--- src/rtl/shift_reg_mem_pkg.sv ---
`default_nettype none
// ============================================================================
// Module      : shift_reg_mem_pkg
// Description : Shared types and constants for the shift-register memory
//               writer and reader.
// Revision    : 1.0 - initial release
// ============================================================================
package shift_reg_mem_pkg;

    // Default word width, shared with the writer-side combinational block
    localparam int WORD_W = 32;

    // Reader frame-collection states
    typedef enum logic [0:0] {
        RD_IDLE    = 1'b0,
        RD_COLLECT = 1'b1
    } rd_state_e;

endpackage : shift_reg_mem_pkg
`default_nettype wire

--- src/rtl/shift_reg_mem_out_buf.sv ---
`default_nettype none
// ============================================================================
// Module      : shift_reg_mem_out_buf
// Description : One-entry valid/ready holding register. A load while full
//               and not draining is refused and reported on o_drop.
// Revision    : 1.0 - initial release
// ============================================================================
module shift_reg_mem_out_buf
    import shift_reg_mem_pkg::*;
#(
    parameter int WIDTH = WORD_W
) (
    input  logic             clk,
    input  logic             rst_n,
    input  logic             i_load,
    input  logic [WIDTH-1:0] i_data,
    input  logic             i_ready,
    output logic [WIDTH-1:0] o_data,
    output logic             o_valid,
    output logic             o_drop
);

    logic [WIDTH-1:0] r_data;
    logic             r_valid;
    logic             w_drain;
    logic             w_room;

    // A held word leaves on a handshake; the slot is free if empty or draining
    assign w_drain = r_valid && i_ready;
    assign w_room  = !r_valid || i_ready;
    assign o_drop  = i_load && !w_room;

    // Holding register: load into a free slot, otherwise clear on drain
    always_ff @(posedge clk) begin
        if (!rst_n) begin
            r_data  <= '0;
            r_valid <= 1'b0;
        end else if (i_load && w_room) begin
            r_data  <= i_data;
            r_valid <= 1'b1;
        end else if (w_drain) begin
            r_valid <= 1'b0;
        end
    end

    assign o_data  = r_data;
    assign o_valid = r_valid;

endmodule : shift_reg_mem_out_buf
`default_nettype wire

--- src/rtl/shift_reg_mem_reader.sv ---
`default_nettype none
// ============================================================================
// Module      : shift_reg_mem_reader
// Description : Reassembles the MSB-first serial stream leaving the top of
//               the shift-register memory into signed words, presents them
//               through a one-entry valid/ready buffer and flags dropped or
//               truncated words.
// Revision    : 1.0 - initial release
// ============================================================================
module shift_reg_mem_reader
    import shift_reg_mem_pkg::*;
#(
    parameter int WIDTH = WORD_W,
    parameter int CNT_W = $clog2(WIDTH)
) (
    input  logic                    clk,
    input  logic                    rst_n,
    input  logic                    start,
    input  logic                    serial_in,
    input  logic                    bit_valid,
    output logic signed [WIDTH-1:0] out_data,
    output logic                    out_valid,
    input  logic                    out_ready,
    output logic                    busy,
    output logic [CNT_W:0]          bit_count,
    output logic                    overflow,
    output logic                    frame_error,
    input  logic                    clear_flags
);

    typedef logic [CNT_W:0] cnt_t;
    localparam cnt_t c_cnt_one  = cnt_t'(1);
    localparam cnt_t c_cnt_last = cnt_t'(WIDTH - 1);

    rd_state_e        r_state;
    rd_state_e        w_state_next;
    logic [WIDTH-1:0] r_assembly;
    logic [WIDTH-1:0] w_assembly_next;
    logic [WIDTH-1:0] w_shifted;
    logic [WIDTH-1:0] w_first;
    cnt_t             r_bit_count;
    cnt_t             w_bit_count_next;
    logic             w_complete;
    logic             w_abort;
    logic             r_overflow;
    logic             r_frame_error;
    logic [WIDTH-1:0] w_buf_data;
    logic             w_drop;

    // A new frame starts with its first bit alone in the LSB
    assign w_first = WIDTH'(serial_in);

    generate
        if (WIDTH == 1) begin : g_shift_w1
            assign w_shifted = serial_in;
        end else begin : g_shift_wn
            assign w_shifted = {r_assembly[WIDTH-2:0], serial_in};
        end
    endgenerate

    // State, assembly and bit-counter registers
    always_ff @(posedge clk) begin
        if (!rst_n) begin
            r_state     <= RD_IDLE;
            r_assembly  <= '0;
            r_bit_count <= '0;
        end else begin
            r_state     <= w_state_next;
            r_assembly  <= w_assembly_next;
            r_bit_count <= w_bit_count_next;
        end
    end

    // Next-state, collection and completion decode; start always restarts
    always_comb begin
        w_state_next     = r_state;
        w_assembly_next  = r_assembly;
        w_bit_count_next = r_bit_count;
        w_complete       = 1'b0;
        w_abort          = 1'b0;
        case (r_state)
            RD_IDLE: begin
                w_bit_count_next = '0;
                if (start) begin
                    w_assembly_next  = w_first;
                    w_bit_count_next = c_cnt_one;
                    if (WIDTH == 1) begin
                        w_complete = 1'b1;
                    end else begin
                        w_state_next = RD_COLLECT;
                    end
                end
            end
            RD_COLLECT: begin
                if (start) begin
                    w_abort          = 1'b1;
                    w_assembly_next  = w_first;
                    w_bit_count_next = c_cnt_one;
                end else if (bit_valid) begin
                    w_assembly_next  = w_shifted;
                    w_bit_count_next = r_bit_count + c_cnt_one;
                    if (r_bit_count == c_cnt_last) begin
                        w_complete   = 1'b1;
                        w_state_next = RD_IDLE;
                    end
                end
            end
            default: begin
                w_state_next = RD_IDLE;
            end
        endcase
    end

    shift_reg_mem_out_buf #(
        .WIDTH (WIDTH)
    ) u_out_buf (
        .clk     (clk),
        .rst_n   (rst_n),
        .i_load  (w_complete),
        .i_data  (w_assembly_next),
        .i_ready (out_ready),
        .o_data  (w_buf_data),
        .o_valid (out_valid),
        .o_drop  (w_drop)
    );

    // Sticky error flags; a set event in the same cycle beats clear_flags
    always_ff @(posedge clk) begin
        if (!rst_n) begin
            r_overflow    <= 1'b0;
            r_frame_error <= 1'b0;
        end else begin
            if (w_drop) begin
                r_overflow <= 1'b1;
            end else if (clear_flags) begin
                r_overflow <= 1'b0;
            end
            if (w_abort) begin
                r_frame_error <= 1'b1;
            end else if (clear_flags) begin
                r_frame_error <= 1'b0;
            end
        end
    end

    assign out_data    = w_buf_data;
    assign busy        = (r_state == RD_COLLECT);
    assign bit_count   = r_bit_count;
    assign overflow    = r_overflow;
    assign frame_error = r_frame_error;

endmodule : shift_reg_mem_reader
`default_nettype wire
--- config.mk ---
export PLATFORM = sky130hd
export DESIGN_NAME = shift_reg_mem_reader
export DESIGN_NICKNAME = d
export VERILOG_FILES = /design/src/rtl/shift_reg_mem_pkg.sv /design/src/rtl/shift_reg_mem_out_buf.sv /design/src/rtl/shift_reg_mem_reader.sv
export SDC_FILE = /design/constraint.sdc
export NUM_CORES = 1
export LEC_CHECK = 0
export CORE_MARGIN = 2
export CORE_UTILIZATION = 50
export CTS_CLUSTER_SIZE = 16
export DETAILED_ROUTE_END_ITERATION = 10
export GPL_TIMING_DRIVEN = 0
export PLACE_DENSITY = 0.84
export SKIP_CTS_REPAIR_TIMING = 1
export SYNTH_ARGS = -nofsm -noshare
export SYNTH_HDL_FRONTEND = slang
export SYNTH_SLANG_ARGS = --single-unit
--- constraint.sdc ---
create_clock -name clk -period 2.2 [get_ports clk]
set_input_delay 0.33 -clock clk [delete_from_list [all_inputs] [get_ports clk]]
set_output_delay 0.33 -clock clk [all_outputs]
set_load 0.005 [all_outputs]
==> flow_summary.json <==
{
  "synth_top_family_by_area": "simple AND/OR/NAND/NOR gates",
  "numCtsBuffers": 9,
  "yosysTopAreaCell": "dfxtp_1",
  "fin_area_um2": 3940,
  "cellPowerDensity_nw_per_um2": 618,
  "start_kind": "input pin",
  "io_buffer_count": 48,
  "met3_usage_pct": 4.15,
  "maxCapViolCount": 0,
  "hpwlAfterDp_mm": 4.23,
  "cts_tree": "yes",
  "fmax_ghz": 0.521,
  "synthSimpleGateAreaFrac_pct": 17.4,
  "num_io_pins": 49,
  "synthAdderAreaFrac_pct": 0.394,
  "relSlewSlack_pct": 66.5,
  "grt_max_degree": 12,
  "arrival_ns": 2.15,
  "nets": 366,
  "placed_area_um2": 3750,
  "ir_drop_mv": 0.368,
  "initial_utilization_pct": 50.9,
  "ys_types": 29,
  "top_usage_layer": "met2",
  "core-area_um2": 6240,
  "cp_max_fo": 10,
  "htree_levels": 3,
  "synth_compound_area_share_pct": 16.1,
  "drt-total-wl_mm": 6.14,
  "first_global_vias": 2304,
  "synthMuxAreaShare_pct": 14.2,
  "drive_gt1_share_pct": 16.0,
  "ys_warn_count": 0,
  "clk_latency_ns": 0.35,
  "worstSetupEndpointType": "register",
  "slew_viol_final": 0,
  "synthArstFlopShare_pct": 0,
  "grt_util_met1_pct": 24.7,
  "first_iter_violations": 104,
  "ys_top_cells_by_area": "dfxtp_1 47%, mux2_4 9.0%, o21a_1 7.8%",
  "area_growth_pct": 23.9,
  "path_class": "in2reg",
  "antenna_left": 0,
  "vias": 2259,
  "required_ns": 2.43,
  "yosysMostFrequentCell": "dfxtp_1",
  "ys_seq_area_share_pct": 46.6,
  "final_cells": 440,
  "hold_violations": 0,
  "cts_root_buf": "clkbuf_8",
  "grt_use_total_pct": 18.7,
  "clkSinkCount": 74,
  "rows": 29,
  "outcome": "finished, final reports clean",
  "fillCellCount": 512,
  "antenna_cells": 0,
  "gp_congestion": 0.760,
  "fp.dieH_um": 83.7,
  "fin_util_pct": 63.1,
  "leakage_nw": 1.60,
  "numPlacedInstances": 424,
  "finClkSkew_ns": 0.00625,
  "synth_nets": 307,
  "synth_xor_area_share_pct": 1.10,
  "antenna_found_initial": 0,
  "cts_buffer_depth": 2,
  "dr.pass1.iters": 4,
  "avgSynthCellArea_um2": 10.6,
  "post-synth-top-area-fraction_pct": 46.6,
  "die_w_um": 83.7,
  "rsz0062_at_grt": "false",
  "ys_top_cells_by_count": "74 x dfxtp_1, 33 x o21a_1, 32 x a21boi_0, 31 x and2_1, 31 x and3_1",
  "via_per_inst": 5.13,
  "dieArea_um2": 7010,
  "drc": 0,
  "syn-instance-count": 299,
  "tightestPinTransition_ns": 0.499,
  "period_needed_ns": 1.92,
  "cts.clk_slew.worst_paths_ns": 0.07,
  "syn-cell-area_um2": 3180,
  "holdCritPathClass": "reg2reg",
  "fin_crit_sh_pct": 87.2,
  "setup_viol": 0,
  "grt_util_met2_pct": 29.6,
  "grt_pass1_wl_mm": 10.7,
  "synth-seq-cells": 74,
  "routedWlPerCell_um": 14.0,
  "overflow": 0,
  "synth-edff-count": 0,
  "ys.flop_type": "dfxtp_1"
}
[critical path: stages]
cell and delay (ns):
clkdlybuf4s50_1 0.61, nand2_2 0.12, nor4_4 0.51, buf_6 0.23
mux2_2 0.35
[state kept, by name (all words and copies together), names as in the netlist]
| name | flops |
|---|---|
| r_assembly | 32 |
| u_out_buf.o_data | 32 |
| bit_count | 6 |
| busy | 1 |
| frame_error | 1 |
| overflow | 1 |
| u_out_buf.o_valid | 1 |
[metal layers]
layer	vias to the layer above	wire (um)
li1	1154	-
met1	1052	2920
met2	42	2870
met3	11	228
met4	0	117
met5	-	0
[final timing paths]
| path | startpoint | end | slack [ns] | depth (start not counted) |
|---|---|---|---|---|
| worst max-delay path | bit_valid | u_out_buf.o_data[15] | 0.28 | 5 |
| worst min-delay path | u_out_buf.o_data[0] | u_out_buf.o_data[0] | 0.46 | 2 |
| worst max register to register | bit_count[0] | u_out_buf.o_data[15] | 0.29 | 5 |
| worst min register to register | u_out_buf.o_data[0] | u_out_buf.o_data[0] | 0.46 | 2 |
[cell type report]
cell class	count	area (um2)	share of cell area, %
multi-input cells	199	1560	39.7
flip-flops and latches	74	1480	37.6
repair buffers	48	480	12.2
clock buffers	14	173	4.39
plain buffers	25	128	3.24
well taps	77	96.3	2.45
clock inverters	2	10.0	0.254
inverters	1	3.75	0.0954
[cells in the final DEF (no fill, tap or decap)]
cell	netlist	routed
buf_4	1	1
nor2b_1	4	4
nor4_4	1	1
nand3_1	2	2
mux2_4	19	19
o21ai_0	2	2
nand4_1	2	2
clkbuf_8	0	12
nand2_2	1	1
or3_1	1	1
xor2_1	4	4
nand4b_1	1	1
nor3_1	1	1
ha_1	1	1
clkbuf_1	15	17
mux2_2	13	13
clkdlybuf4s50_1	0	48
buf_6	3	3
and2_1	31	31
buf_2	6	6
and3_1	31	31
a21oi_1	3	3
nor4_1	1	1
inv_1	1	1
nor2_1	5	5
nand2b_1	4	4
a21boi_0	32	32
nand2_1	5	5
o21a_1	33	33
clkinv_2	0	2
dfxtp_1	74	74
mux2i_1	2	2
[kinds of logic (layout without fill, tap and decap cells)]
kind of cell,Yosys count,after routing
and+or+nand+nor,90,90
DFF,74,74
AOI/OAI and AO/OA,70,70
muxes,34,34
buffers and inverters,26,90
xor gates and xnor gates,4,4
adders and majority gates,1,1
[power by group]
part | total, mW | internal [mW] | leakage [nW] | switching, mW
sequential | 1.35 | 1.34 | 0.597 | 0.00568
combinational | 0.106 | 0.0373 | 0.903 | 0.0687
clock | 0.976 | 0.500 | 0.0965 | 0.476
total | 2.43 | 1.88 | 1.60 | 0.551
[per-stage QoR]
stage               setup WS (ns)  power [mW]  hold WS [ns]  setup TNS (ns)
floorplan                   0.493        1.44         0.451               0
global placement          -0.0346        1.49         0.459          -0.835
detailed placement        -0.0641        1.49         0.456           -1.62
CTS                         0.286        2.45         0.466               0
global route                0.199        2.53         0.502               0
finish                      0.282        2.43         0.464               0
No activity file was read; power rests on OpenSTA's default activity.
